$ cat src/rtl/lif_neuron_scheduler_if.sv
// Host-side bundle for the LIF neuron scheduler: sweep handshake, per-sweep inputs and results.
interface lif_neuron_scheduler_if #(
    parameter int N_NEURONS = 4,
    parameter int n_stage   = 10
);
    localparam int W     = n_stage + 2;
    localparam int IDX_W = (N_NEURONS > 1) ? $clog2(N_NEURONS) : 1;

    logic                     start;
    logic [2:0]               shift;
    logic signed [W-1:0]      threshold;
    logic [N_NEURONS*W-1:0]   current;
    logic [IDX_W-1:0]         u_rd_idx;
    logic signed [W-1:0]      u_rd;
    logic [N_NEURONS-1:0]     spikes;
    logic                     busy;
    logic                     done;

    modport master (
        output start, shift, threshold, current, u_rd_idx,
        input  u_rd, spikes, busy, done
    );

    modport slave (
        input  start, shift, threshold, current, u_rd_idx,
        output u_rd, spikes, busy, done
    );
endinterface

$ cat src/rtl/lif_neuron_scheduler.sv
// Leaky integrate-and-fire scheduler: one shared decay datapath swept neuron by neuron per start.
//   state | meaning
//   IDLE  | waiting for start, inputs are latched on acceptance
//   DECAY | beta = u[i] minus its shifted leak
//   INTEG | beta + current[i], saturated to [0, max]
//   FIRE  | threshold compare, spike and reset-by-subtraction, advance i
//   DONE  | one-cycle done pulse, busy still high
module lif_neuron_scheduler #(
    parameter int N_NEURONS = 4,
    parameter int n_stage   = 10
) (
    input logic clk,
    input logic reset,
    lif_neuron_scheduler_if.slave bus
);
    localparam int W     = n_stage + 2;
    localparam int IDX_W = (N_NEURONS > 1) ? $clog2(N_NEURONS) : 1;
    localparam logic [IDX_W-1:0]    LAST_IDX = IDX_W'(N_NEURONS - 1);
    localparam logic signed [W-1:0] U_MAX    = {1'b0, {(W-1){1'b1}}};

    typedef enum logic [2:0] {IDLE, DECAY, INTEG, FIRE, DONE} state_t;

    state_t                 state;
    logic [IDX_W-1:0]       idx;
    logic signed [W-1:0]    u_mem [N_NEURONS];
    logic [2:0]             shift_q;
    logic signed [W-1:0]    threshold_q;
    logic [N_NEURONS*W-1:0] current_q;
    logic signed [W-1:0]    beta_q;
    logic signed [W-1:0]    sum_q;
    logic [N_NEURONS-1:0]   spikes_q;
    logic                   busy_q;
    logic                   done_q;

    logic signed [W-1:0]    u_cur;
    logic signed [W-1:0]    cur_i;
    logic signed [W-1:0]    beta_d;
    logic signed [W:0]      sum_wide;
    logic signed [W-1:0]    sum_clamped;
    logic signed [W:0]      residue_wide;
    logic signed [W-1:0]    residue_clamped;
    logic                   fire;
    logic signed [W-1:0]    u_rd_val;

    always_comb begin
        u_cur = '0;
        cur_i = '0;
        for (int k = 0; k < N_NEURONS; k++) begin
            if (idx == IDX_W'(k)) begin
                u_cur = u_mem[k];
                cur_i = current_q[k*W +: W];
            end
        end
    end

    // Shared decay datapath; stored potentials are non-negative so the logical shift is exact.
    assign beta_d = (shift_q == 3'd0) ? u_cur : u_cur - (u_cur >> shift_q);

    assign sum_wide     = {beta_q[W-1], beta_q} + {cur_i[W-1], cur_i};
    assign residue_wide = {sum_q[W-1], sum_q} - {threshold_q[W-1], threshold_q};
    assign fire         = (sum_q >= threshold_q);

    always_comb begin
        if (sum_wide[W])
            sum_clamped = '0;
        else if (sum_wide[W-1])
            sum_clamped = U_MAX;
        else
            sum_clamped = sum_wide[W-1:0];
    end

    always_comb begin
        if (residue_wide[W])
            residue_clamped = '0;
        else if (residue_wide[W-1])
            residue_clamped = U_MAX;
        else
            residue_clamped = residue_wide[W-1:0];
    end

    always_ff @(posedge clk or posedge reset) begin
        if (reset) begin
            state       <= IDLE;
            idx         <= '0;
            for (int k = 0; k < N_NEURONS; k++) u_mem[k] <= '0;
            shift_q     <= '0;
            threshold_q <= '0;
            current_q   <= '0;
            beta_q      <= '0;
            sum_q       <= '0;
            spikes_q    <= '0;
            busy_q      <= 1'b0;
            done_q      <= 1'b0;
        end else begin
            case (state)
                IDLE: begin
                    if (bus.start) begin
                        shift_q     <= bus.shift;
                        threshold_q <= bus.threshold;
                        current_q   <= bus.current;
                        spikes_q    <= '0;
                        idx         <= '0;
                        busy_q      <= 1'b1;
                        state       <= DECAY;
                    end
                end
                DECAY: begin
                    beta_q <= beta_d;
                    state  <= INTEG;
                end
                INTEG: begin
                    sum_q <= sum_clamped;
                    state <= FIRE;
                end
                FIRE: begin
                    for (int k = 0; k < N_NEURONS; k++) begin
                        if (idx == IDX_W'(k)) begin
                            u_mem[k] <= fire ? residue_clamped : sum_q;
                            if (fire) spikes_q[k] <= 1'b1;
                        end
                    end
                    if (idx == LAST_IDX) begin
                        done_q <= 1'b1;
                        state  <= DONE;
                    end else begin
                        idx   <= idx + IDX_W'(1);
                        state <= DECAY;
                    end
                end
                DONE: begin
                    done_q <= 1'b0;
                    busy_q <= 1'b0;
                    state  <= IDLE;
                end
                default: state <= IDLE;
            endcase
        end
    end

    always_comb begin
        u_rd_val = '0;
        for (int k = 0; k < N_NEURONS; k++) begin
            if (bus.u_rd_idx == IDX_W'(k)) u_rd_val = u_mem[k];
        end
    end

    assign bus.u_rd   = u_rd_val;
    assign bus.spikes = spikes_q;
    assign bus.busy   = busy_q;
    assign bus.done   = done_q;
endmodule

$ cat src/flat_wrapper.sv
// flat-port wrapper written by rule: the top's interface ports become plain ports
module lif_neuron_scheduler_flat 
#(
    parameter int N_NEURONS = 4,
    parameter int n_stage   = 10
)
  (clk, reset, bus_start, bus_shift, bus_threshold, bus_current, bus_u_rd_idx, bus_u_rd, bus_spikes, bus_busy, bus_done);
  lif_neuron_scheduler_if #(.N_NEURONS(N_NEURONS), .n_stage(n_stage)) bus_i ();
  input logic clk;
  input logic reset;
  input wire logic [$bits(bus_i.start)-1:0] bus_start;
  input wire logic [$bits(bus_i.shift)-1:0] bus_shift;
  input wire logic [$bits(bus_i.threshold)-1:0] bus_threshold;
  input wire logic [$bits(bus_i.current)-1:0] bus_current;
  input wire logic [$bits(bus_i.u_rd_idx)-1:0] bus_u_rd_idx;
  output wire logic [$bits(bus_i.u_rd)-1:0] bus_u_rd;
  output wire logic [$bits(bus_i.spikes)-1:0] bus_spikes;
  output wire logic [$bits(bus_i.busy)-1:0] bus_busy;
  output wire logic [$bits(bus_i.done)-1:0] bus_done;
  assign bus_i.start = bus_start;
  assign bus_i.shift = bus_shift;
  assign bus_i.threshold = bus_threshold;
  assign bus_i.current = bus_current;
  assign bus_i.u_rd_idx = bus_u_rd_idx;
  assign bus_u_rd = bus_i.u_rd;
  assign bus_spikes = bus_i.spikes;
  assign bus_busy = bus_i.busy;
  assign bus_done = bus_i.done;
  lif_neuron_scheduler #(.N_NEURONS(N_NEURONS), .n_stage(n_stage)) u_core (.clk(clk), .reset(reset), .bus(bus_i));
endmodule
$ cat config.mk
export PLATFORM = sky130hd
export DESIGN_NAME = lif_neuron_scheduler_flat
export DESIGN_NICKNAME = d
export VERILOG_FILES = /design/src/rtl/lif_neuron_scheduler_if.sv /design/src/rtl/lif_neuron_scheduler.sv /design/src/flat_wrapper.sv
export SDC_FILE = /design/constraint.sdc
export NUM_CORES = 1
export LEC_CHECK = 0
export BUFFER_PORTS_ARGS = -buffer_cell sky130_fd_sc_hd__buf_2
export CAP_MARGIN = 0
export CORE_UTILIZATION = 30
export CTS_CLUSTER_SIZE = 10
export DETAILED_ROUTE_END_ITERATION = 16
export REMOVE_ABC_BUFFERS = 1
export SETUP_SLACK_MARGIN = 0.2
export SYNTH_ARGS = -nofsm -noshare
export SYNTH_HDL_FRONTEND = slang
export SYNTH_SLANG_ARGS = --single-unit
$ cat constraint.sdc
create_clock -name clk -period 10.15 [get_ports clk]
set_input_delay 1.5225 -clock clk [delete_from_list [all_inputs] [get_ports clk]]
set_output_delay 1.5225 -clock clk [all_outputs]
set_load 0.1 [all_outputs]
Word level (Yosys, flattened, before mapping)
Cells that the tools add are included.

storage, ports and cells
  bits in registers = 146
  input bits = 68

cells by class
  order comparisons = 1
  eq/ne operators = 17
  multiplexer cells = 35
  reduce and logical (&&, ||, !) cells = 19
  shift-type cells = 1
  add/subtract/negate cells = 4

operators by type and width
  kind                                                   number
  two-way mux 12 bit                                     16
  two-way mux 11 bit                                     2
  AND reduction 4 bit                                    4
  AND reduction 2 bit                                    7
  adder 12 x 12 -> 13 bit                                1
  subtractor 12 x 12 -> 13 bit                           1
  greater-or-equal comparator 12 bit                     1
  case mux 3 bit (4 select lines)                        1
  >> shifter 12 x 3 -> 12 bit                            1
  subtractor 12 bit                                      1
  inequality test 2 x 1 -> 1 bit, second input constant  5
  == test 2 bit, second input constant                   4
  case mux 4 bit (2 select lines)                        1
  two-way mux 1 bit                                      7
  == test 3 x 2 -> 1 bit, second input constant          2
  zero test 3 bit                                        2
  two-way mux 3 bit                                      2
  nonzero test 2 bit                                     3
  == test 2 x 1 -> 1 bit, second input constant          2
  zero test 2 bit                                        2
  two-way mux 2 bit                                      2
  two-way mux 4 bit                                      1
  inequality test 2 bit, second input constant           2
  case mux 1 bit (2 select lines)                        2
  5 further kinds                                        5

Longest topological paths before layout
Gate-level depths: netlist of the first run.

  depth after elaboration = 8
  depth in mapped cells = 25

Least setup slack after synthesis of the first run
Ideal clock, no wire load.

  path type = input to output
  start point = input port bus_u_rd_idx[0]
  end point = output port bus_u_rd[1]
  data arrival time = 2.866 ns
  required time = 8.628 ns
  stages = 2
  buffers on the path = 1
  path slack = 5.762 ns
  cells stage by stage = buf_1 mux4_2

on the way
  cells in the longest elaborated chain, start to end = 5

ends and longest elaborated chain
  item                             RTL line                     text
  start, declared                  flat_wrapper.sv:15           input wire logic [$bits(bus_i.u_rd_idx)-1:0] bus_u_rd_idx;
  zero test 2 bit                  lif_neuron_scheduler.sv:143  if (bus.u_rd_idx == IDX_W'(k)) u_rd_val = u_mem[k];
  two-way mux 12 bit (3 in a row)  lif_neuron_scheduler.sv:143
  two-way mux 12 bit (*)           lif_neuron_scheduler.sv:143
  end, declared                    flat_wrapper.sv:16           output wire logic [$bits(bus_i.u_rd)-1:0] bus_u_rd;

Every way passes the cells marked *; elsewhere a longest branch is shown, timed or not.

Worst setup path after layout of the first run
  start point = register u_core.idx[1]
  end point = register u_core.beta_q[9]

on the way
  cells in the longest elaborated chain, start to end = 8

ends and longest elaborated chain
  item                             RTL line                     text
  start, declared                  lif_neuron_scheduler.sv:24   logic [IDX_W-1:0] idx;
  start signal, assigned           lif_neuron_scheduler.sv:126  idx <= idx + IDX_W'(1);
  zero test 2 bit                  lif_neuron_scheduler.sv:49   if (idx == IDX_W'(k)) begin
  two-way mux 12 bit (3 in a row)  lif_neuron_scheduler.sv:49
  two-way mux 12 bit (*)           lif_neuron_scheduler.sv:49
  >> shifter 12 x 3 -> 12 bit      lif_neuron_scheduler.sv:57   assign beta_d = (shift_q == 3'd0) ? u_cur : u_cur - (u_cur >> shift_q);
  subtractor 12 bit                lif_neuron_scheduler.sv:57
  two-way mux 12 bit (*)           lif_neuron_scheduler.sv:57
  end signal, assigned             lif_neuron_scheduler.sv:108  beta_q <= beta_d;
  end, declared                    lif_neuron_scheduler.sv:29   logic signed [W-1:0] beta_q;

Marked as above.
A chain may end at the register's enable or synchronous reset.

==> out/metrics.yaml, run 1 <==
run_status:
  status: "finished clean"
setup_path:
  crit_arrival_ns: 5.46
  rr_startpoint: "u_core.idx[1]$_DFFE_PP0P_"
  critPathSlowestCell: "a211oi_1"
  end_kind: "flop"
  slowest_delay_ns: 0.77
  worst-path-buf-inv: 2
  reg2regPathDepth: 14
  crit_path_frequent_cell: "a211oi_1"
  required_ns: 10.45
  worst_setup_path_start_kind: "flop"
  worst-path-max-fanout: 24
  rrSetupSlack_ns: 4.99
  cp_cell_sequence: "inv_1 -> ha_1 -> buf_4 -> a211oi_1 -> a211oi_1 -> mux4_2 -> mux2i_1 -> ha_1 -> or4b_1 -> a211oi_1 -> or3b_1 -> a211oi_2 -> mux2i_1 -> a41oi_2"
  critPathTopFamily: "compound AO/OA/AOI/OAI gates"
  reg2reg_to: "u_core.beta_q[9]$_DFFE_PP0P_"
  criticalPathCategory: "reg2reg"
routing:
  drc_errors: 0
  vias: 7772
  ant_nets: 0
  drt-vias-per-instance: 5.16
  routed_wl_um: 24500
  dr.pass1.iters: 5
  drt_iter0_markers: 533
  wire_per_inst_um: 16.3
final_layout:
  nNetsFinal: 1214
  drive_gt1_frac: 0.145
  regArea_sq_um: 3530
  antennaDiodeCount: 0
  fillCellCount: 3041
  synthToLayoutAreaGrowth_pct: 14.8
  multiInputGateArea_sq_um: 4860
  final_common_cell: "nand2_1"
  final_cell_mix: "nand2_1 (294), dfrtp_1 (141), buf_2 (84)"
floorplanning:
  initial_utilization: 0.305
  io_pins: 86
  row_count: 62
  die_w_um: 173
  fp.coreArea_sq_um: 28800
  die_y_um: 173
  dieArea_sq_um: 30000
clock_tree:
  cts_tree: "built"
  htreeDepth: 4
  numCtsBuffers: 17
  clk_pin_slew_ns: 0.07
  post_cts_resized: 0
  cts_setup_buffers: 0
  insertion_delay_ns: 0.43
  cts.sinks: 141
  clk_path_buf_depth: 2
  ctsRootBufferMaster: "clkbuf_16"
  hold_buffers: 0
yosys:
  syn_inst: 1060
  syn_area_sq_um: 8790
  synthTopCellsByArea: "dfrtp_1 (40%), nand2_1 (13%), ha_1 (5.0%)"
  synth_adder_area_share: 0.0555
  synth_async_sr_flop_share: 1.00
  ys_seq_area_frac: 0.401
  synth_top_family_by_area: "simple AND/OR/NAND/NOR gates"
  yosysTopAreaCell: "dfrtp_1"
  synth_cell_types: 72
  synth_flop_cell: "dfrtp_1"
  ys_warn_count: 0
  ys_ff_latch: 141
  synthMuxAreaShare: 0.0450
  synth_enable_flop_cells: 0
  synth_xor_area_frac: 0.0189
  synthSimpleGateAreaFrac: 0.218
  synth_compound_area_frac: 0.213
  yosysTopAreaCellShare: 0.401
  synth.avg_cell_area_sq_um: 8.29
grt:
  grt_first_pass_wirelength_um: 40500
  grt_pass1_vias: 7508
  grt_overflow: 0
  groute.usage.overall: 0.169
  grt_start_max_net_pins: 73
  antenna_found_initial: 0
sta:
  period_minus_slack_ns: 5.16
  worst_clock_skew_ns: 0.0104
  rsz0062_at_grt: "no"
  hold_viol_final: 0
  fin_crit_sh: 0.508
  fmax_mhz: 194
  tightest_slew_ns: 1.04
  whs_ns: 0.478
  layout_setup_ws_ns: 4.99
  setup_violations: 0
  report.final.slew_viol_count: 0
  maxSlewHeadroom: 0.304
  tns_ns: 0
place:
  io_buffers: 84
  dp_worst_setup_slack_ns: 5.01
  gp_congestion: 0.876
  hpwl_um: 17600
worst_hold_path:
  min_to: "u_core.current_q[39]$_DFFE_PP0P_"
  hp-class: "reg2reg"
  worstHoldStart: "u_core.current_q[39]$_DFFE_PP0P_"
  hold_depth: 2
flow_run:
  maxCapViolCount: 0
-- cell families after synthesis --
family | Yosys count
AOI/OAI and AO/OA | 288
xor gates and xnor gates | 19
adders and majority gates | 38
buffers and inverters | 103
DFF | 141
muxes | 22
other | 1
and+or+nand+nor | 448
-- metal layers --
layer,share of wire,global-route usage
met5,0,0
met4,0.017,0.0494
met3,0.050,0.0343
met2,0.45,0.259
met1,0.48,0.239
-- layout make-up --
type	instances	share of cell area
Multi-Input combinational cell	816	0.481
Sequential cell	141	0.350
Clock inverter	15	0.0151
Timing Repair Buffer	94	0.0491
Clock buffer	17	0.0422
Tap cell	384	0.0476
Inverter	39	0.0150
-- how the worst max path moves through the flow --
stage | end | slack, ns | cells past startpoint | start
after global routing | u_core.sum_q[8]$_DFFE_PP0P_ | 4.56 | 20 | u_core.idx[1]$_DFFE_PP0P_
after CTS | u_core.beta_q[9]$_DFFE_PP0P_ | 5.00 | 14 | u_core.idx[1]$_DFFE_PP0P_
after global placement | u_core.beta_q[9]$_DFFE_PP0P_ | 5.20 | 14 | u_core.idx[1]$_DFFE_PP0P_
after floorplan | u_core.shift_q[0]$_DFFE_PP0P_ | 2.59 | 2 | bus_start
final | u_core.beta_q[9]$_DFFE_PP0P_ | 4.99 | 14 | u_core.idx[1]$_DFFE_PP0P_
after detailed placement | u_core.beta_q[9]$_DFFE_PP0P_ | 5.01 | 14 | u_core.idx[1]$_DFFE_PP0P_
-- stage by stage --
stage | std cells | util | instance area (sq um)
global placement | 1474 | 0.330 | 9510
global route | 1506 | 0.351 | 10100
CTS | 1506 | 0.351 | 10100
finish | 1506 | 0.351 | 10100
floorplan | 996 | - | 8520
detailed placement | 1474 | 0.330 | 9510
-- sequential cells by signal (all words and copies together) (netlist names) --
signal	cells
u_core.sum_q	11
u_core.current_q	48
u_core.u_mem	44
u_core.bus.done	1
u_core.idx	2
u_core.bus.spikes	4
u_core.beta_q	12
u_core.threshold_q	12
u_core.bus.busy	1
u_core.shift_q	3
u_core.state	3
-- cells in the mapped netlist (6+ instances only) --
cell      count
a211oi_2      9
nor3b_1       6
nand3b_1      9
mux4_2       14
ha_1         35
nor2_1       69
a211oi_1     10
o21ai_1      40
mux2i_1       8
xnor2_1      10
xor2_1        9
inv_1        39
o31ai_1      14
clkbuf_1     52
a31oi_1      10
dfrtp_1     141
nand2_1     294
nor2b_1      19
nor3_1       14
a21oi_1      47
o21ai_0      69
nand3_1       8
a22oi_1      24
a21o_1        6
-- worst register-to-register path, cell delays in order, from the launching register on --
cell	delay, ns
dfrtp_1	0.41
inv_1	0.12
ha_1	0.61
buf_4	0.38
a211oi_1	0.13
a211oi_1	0.77
mux4_2	0.40
mux2i_1	0.07
ha_1	0.41
or4b_1	0.46
a211oi_1	0.27
or3b_1	0.41
a211oi_2	0.26
mux2i_1	0.25
a41oi_2	0.11
Power of run 1 is left out: the tool's default activity adds up to more than one toggle a clock period on the data nets, which glitch-free logic cannot reach.
==> run 2, diff against run 1 <==
- clock period: 10.15 -> 4.5 ns (I/O delays scaled with it)
==> out/metrics.yaml, run 2 (synthesized netlist as in run 1, its figures left out) <==
routing:
  dr.pass1.iters: 7  # +2
  vias: 7835  # +0.81%
  wire_per_inst_um: 16.3  # +0.13%
  ant_nets: 0  # unchanged
  routed_wl_um: 25000  # +2.1%
  drt-vias-per-instance: 5.10  # -1.2%
  drt_iter0_markers: 546  # +2.4%
  drc_errors: 0  # unchanged
setup_path:
  crit_arrival_ns: 4.45  # -1.01 ns
  critPathLaunch: "u_core.idx[0]$_DFFE_PP0P_"
  criticalPathCategory: "reg2reg"
  rrSetupSlack_ns: 0.34  # -4.65 ns
  reg2reg_to: "u_core.beta_q[9]$_DFFE_PP0P_"
  critPathSlowestCell: "dfrtp_2"
  cp-endpoint: "u_core.beta_q[9]$_DFFE_PP0P_"
  end_kind: "flop"
  cp_cell_sequence: "inv_2 -> ha_4 -> buf_4 -> nand2_1 -> o211ai_1 -> nand2_1 -> nor2_1 -> a21oi_1 -> nor2_1 -> mux2i_1 -> ha_2 -> or4b_1 -> a211oi_1 -> or3b_1 -> a211oi_2 -> mux2i_1 -> a41oi_2"
  required_ns: 4.79  # -5.66 ns
  rr_startpoint: "u_core.idx[0]$_DFFE_PP0P_"
  slowest_delay_ns: 0.47  # -0.30 ns
  worst_setup_path_start_kind: "flop"
  worst-path-max-fanout: 6  # -75%
  reg2regPathDepth: 17  # +3
clock_tree:
  insertion_delay_ns: 0.44  # about the same
  cts.sinks: 141  # unchanged
  ctsRootBufferMaster: "clkbuf_16"
  cts_tree: "built"
  hold_buffers: 0  # unchanged
  clk_pin_slew_ns: 0.07  # about the same
  htreeDepth: 4  # unchanged
  clk_path_buf_depth: 2  # unchanged
  numCtsBuffers: 17  # unchanged
final_layout:
  drive_gt1_frac: 0.179  # +0.0335
  multiInputGateArea_sq_um: 4950  # +1.9%
  final_cell_mix: "nand2_1 (294), dfrtp_1 (139), buf_2 (84)"
  utilization: 0.362  # +0.0118
  fillCellCount: 2976  # -2.1%
  largest_register_ffs: 48  # unchanged
  fin_cells: 1536  # +2.0%
  nNetsFinal: 1244  # +2.5%
  largest_register: "u_core.current_q"
  largest_registers: "u_core.current_q x48, u_core.u_mem x44"
  antennaDiodeCount: 0  # unchanged
  synthToLayoutAreaGrowth_pct: 18.6
  regArea_sq_um: 3530  # about the same
  final_common_cell: "nand2_1"
sta:
  setup_violations: 0  # unchanged
  tightest_slew_ns: 0.869  # -0.174 ns
  fin_crit_sh: 0.924  # +0.416
  whs_ns: 0.402  # -0.0765 ns
  rsz0062_at_grt: "no"
  maxSlewHeadroom: 0.416  # +0.111
  hold_viol_final: 0  # unchanged
  period_minus_slack_ns: 4.16  # -1.00 ns
  fmax_mhz: 240  # +24%
  worst_clock_skew_ns: 0.0160  # +0.00553 ns
  report.final.slew_viol_count: 0  # unchanged
  layout_setup_ws_ns: 0.340  # -4.65 ns
grt:
  groute.usage.overall: 0.168  # -0.000603
  grt_first_pass_wirelength_um: 40000  # -1.2%
  grt_overflow: 0  # unchanged
  grt_pass1_vias: 7331  # -2.4%
  antenna_found_initial: 0  # unchanged
  grt_start_max_net_pins: 88  # +21%
floorplanning:
  die_y_um: 173  # unchanged
  initial_utilization: 0.305  # unchanged
  row_count: 62  # unchanged
  io_pins: 86  # unchanged
  fp.coreArea_sq_um: 28800  # unchanged
  dieArea_sq_um: 30000  # unchanged
  die_w_um: 173  # unchanged
place:
  hpwl_um: 18100  # +2.6%
  io_buffers: 84  # unchanged
  gp_congestion: 0.952  # +8.7%
  dp.cells: 1497  # +1.6%
  dp_worst_setup_slack_ns: 0.230  # -4.78 ns
worst_hold_path:
  hp-class: "in2async"
run_status:
  status: "finished clean"
flow_run:
  maxCapViolCount: 0  # unchanged
[run 2: cell types whose count changed in the layout (fill, tap and decap cells not counted), moves of 4 or more]
cell / delta
clkinv_8: +4
ha_4: +4
buf_4: +28
ha_1: -4
[run 2: what timing repair did]
item,4_1_cts,5_1_grt
gates cloned,0,1
endpoints found under the setup margin,1,17
pin swaps,0,7
buffers inserted,0,6
resized for setup,1,20
[run 2: area by class of cell]
class	count	share of cell area
well taps	384	0.0461
clock inverters	15	0.0161
multi-input cells	817	0.474
flip-flops and latches	141	0.339
clock buffers	17	0.0408
repair buffers	123	0.0696
inverters	39	0.0145
[run 2: per-stage QoR]
step	area [sq um]	TNS (ns)
CTS	10300	0
detailed placement	9700	0
global placement	9700	0
finish	10400	0
global route	10400	0
floorplan	8520	-130.14
[run 2: worst min-delay path by stage]
stage | startpoint | slack [ns] | endpoint
floorplan | u_core.current_q[11]$_DFFE_PP0P_ | 0.45 | u_core.current_q[11]$_DFFE_PP0P_
global placement | u_core.current_q[39]$_DFFE_PP0P_ | 0.46 | u_core.current_q[39]$_DFFE_PP0P_
detailed placement | u_core.current_q[31]$_DFFE_PP0P_ | 0.46 | u_core.current_q[31]$_DFFE_PP0P_
CTS | bus_current[22] | 0.41 | u_core.current_q[22]$_DFFE_PP0P_
global route | bus_current[21] | 0.41 | u_core.current_q[21]$_DFFE_PP0P_
finish | reset | 0.40 | u_core.current_q[1]$_DFFE_PP0P_
[run 2: critical path, delay by kind of cell, from the launching register on]
kind / cells / cell delay [ns]
multiplexers: 2 / 0.38
buffers and inverters: 2 / 0.28
AO/OA/AOI/OAI: 5 / 1.02
flip-flops: 1 / 0.47
AND/OR/NAND/NOR: 6 / 1.34
adder cells (fa/ha/maj): 2 / 0.57
[run 2: layer usage]
layer	wire length, um	vias up	GRT usage
li1	-	3857	-
met1	11900	3720	0.239
met2	11400	228	0.259
met3	1230	30	0.0343
met4	467	0	0.0465
met5	0	-	0
Power of run 2 is left out for the same reason.
==> run 3, diff against run 2 <==
- CTS_BUF_LIST: unset -> sky130_fd_sc_hd__clkbuf_8
==> out/metrics.yaml, run 3 (synthesized netlist as in run 1, its figures left out) <==
run_status:
  status: "finished clean"
clock_tree:
  htreeDepth: 4  # unchanged
  clk_path_buf_depth: 2  # unchanged
  insertion_delay_ns: 0.47  # +0.03 ns
  hold_buffers: 0  # unchanged
  clk_pin_slew_ns: 0.11  # +0.04 ns
  numCtsBuffers: 17  # unchanged
  ctsRootBufferMaster: "clkbuf_8"
  cts.sinks: 141  # unchanged
  cts_tree: "built"
setup_path:
  worst-path-max-fanout: 6  # unchanged
  critPathTopFamily: "simple AND/OR/NAND/NOR gates"
  criticalPathCategory: "reg2reg"
  critPathSlowestCell: "dfrtp_2"
  end_kind: "flop"
  crit_arrival_ns: 4.51  # +0.06 ns
  required_ns: 4.83  # +0.04 ns
  worst-path-buf-inv: 2  # unchanged
  cp_cell_sequence: "inv_2 -> ha_4 -> buf_4 -> nand2_1 -> o211ai_1 -> nand2_1 -> nor2_1 -> a21oi_1 -> nor2_1 -> mux2i_1 -> ha_2 -> or4b_1 -> a211oi_1 -> or3b_1 -> a211oi_2 -> mux2i_1 -> a41oi_2"
  worst_setup_path_start_kind: "flop"
  slowest_delay_ns: 0.48  # about the same
floorplanning:
  dieArea_sq_um: 30000  # unchanged
  row_count: 62  # unchanged
  die_w_um: 173  # unchanged
  initial_utilization: 0.305  # unchanged
  die_y_um: 173  # unchanged
  io_pins: 86  # unchanged
  fp.coreArea_sq_um: 28800  # unchanged
final_layout:
  antennaDiodeCount: 0  # unchanged
  largest_register_ffs: 48  # unchanged
  final_common_cell: "nand2_1"
  multiInputGateArea_sq_um: 4940  # -0.15%
  drive_gt1_frac: 0.177  # -0.00158
  utilization: 0.355  # -0.00704
  fillCellCount: 3003  # +0.91%
  final_cell_mix: "nand2_1 (294), dfrtp_1 (139), buf_2 (84)"
  nNetsFinal: 1243  # -0.080%
  synthToLayoutAreaGrowth_pct: 16.3
  fin_cells: 1535  # -0.065%
  largest_register: "u_core.current_q"
  largest_registers: "u_core.current_q x48, u_core.u_mem x44"
  regArea_sq_um: 3530  # unchanged
place:
  dp_worst_setup_slack_ns: 0.230  # unchanged
  io_buffers: 84  # unchanged
  gp_congestion: 0.952  # unchanged
  hpwl_um: 18100  # unchanged
  dp.cells: 1497  # unchanged
grt:
  grt_overflow: 0  # unchanged
  groute.usage.overall: 0.168  # -0.000190
  grt_start_max_net_pins: 88  # unchanged
  grt_pass1_vias: 7279  # -0.71%
  antenna_found_initial: 0  # unchanged
  grt_first_pass_wirelength_um: 40000  # -0.20%
sta:
  tns_ns: 0  # unchanged
  hold_viol_final: 0  # unchanged
  fmax_mhz: 239  # -0.62%
  setup_violations: 0  # unchanged
  worst_clock_skew_ns: 0.0204  # +0.00439 ns
  rsz0062_at_grt: "no"
  fin_crit_sh: 0.930  # +0.00581
  period_minus_slack_ns: 4.19  # +0.0262 ns
  layout_setup_ws_ns: 0.314  # -0.0262 ns
  report.final.slew_viol_count: 0  # unchanged
  tightest_slew_ns: 0.879  # +0.00953 ns
  maxSlewHeadroom: 0.409  # -0.00641
routing:
  dr.pass1.iters: 5  # -2
  wire_per_inst_um: 16.2  # -0.29%
  vias: 7865  # +0.38%
  routed_wl_um: 24900  # -0.35%
  drc_errors: 0  # unchanged
  drt-vias-per-instance: 5.12  # +0.45%
  ant_nets: 0  # unchanged
  drt_iter0_markers: 527  # -3.5%
worst_hold_path:
  hp-class: "in2async"
flow_run:
  maxCapViolCount: 0  # unchanged
run 3: changes by cell type in the layout (fill, tap and decap cells not counted), sizes merged:
cell,delta
buf,-1
run 3: worst paths after layout:
kind / cells after the start / slack (ns) / from / to
max in group asynchronous: 3 / 3.22 / reset / u_core.u_mem[3]$_DFFE_PP0P_
setup reg to reg: 17 / 0.31 / u_core.idx[0]$_DFFE_PP0P_ / u_core.beta_q[9]$_DFFE_PP0P_
hold / removal: 2 / 0.36 / reset / u_core.current_q[6]$_DFFE_PP0P_
hold reg to reg: 2 / 0.48 / u_core.current_q[41]$_DFFE_PP0P_ / u_core.current_q[41]$_DFFE_PP0P_
min in group clk: 3 / 0.38 / bus_current[9] / u_core.current_q[9]$_DFFE_PP0P_
setup / recovery: 17 / 0.31 / u_core.idx[0]$_DFFE_PP0P_ / u_core.beta_q[9]$_DFFE_PP0P_
run 3: routing by layer:
| layer | share of wire | wire length, um | vias up | global-route usage |
|---|---|---|---|---|
| met2 | 0.46 | 11400 | 226 | 0.258 |
| met5 | 0 | 0 | - | 0 |
| met3 | 0.051 | 1270 | 28 | 0.0330 |
| met1 | 0.48 | 11900 | 3752 | 0.241 |
| li1 | - | - | 3859 | - |
| met4 | 0.014 | 351 | 0 | 0.0439 |
run 3: through the flow:
stage | instance area (sq um) | hold slack [ns]
final | 10200 | 0.357
after global routing | 10200 | 0.346
after floorplan | 8520 | 0.446
after detailed placement | 9700 | 0.463
after CTS | 10100 | 0.353
after global placement | 9700 | 0.458
run 3: area by class of cell:
class                   instances  area share
flip-flops and latches        141       0.345
clock inverters                15      0.0164
repair buffers                122      0.0706
well taps                     384      0.0470
multi-input cells             817       0.483
clock buffers                  17      0.0229
inverters                      39      0.0148
run 3: repair_timing:
item / in CTS / in global routing
endpoints found under the setup margin: 0 / 18
gates resized for setup: 0 / 20
hold endpoints to repair: 0 / 0
setup buffers: 0 / 5
Power of run 3 is left out for the same reason.
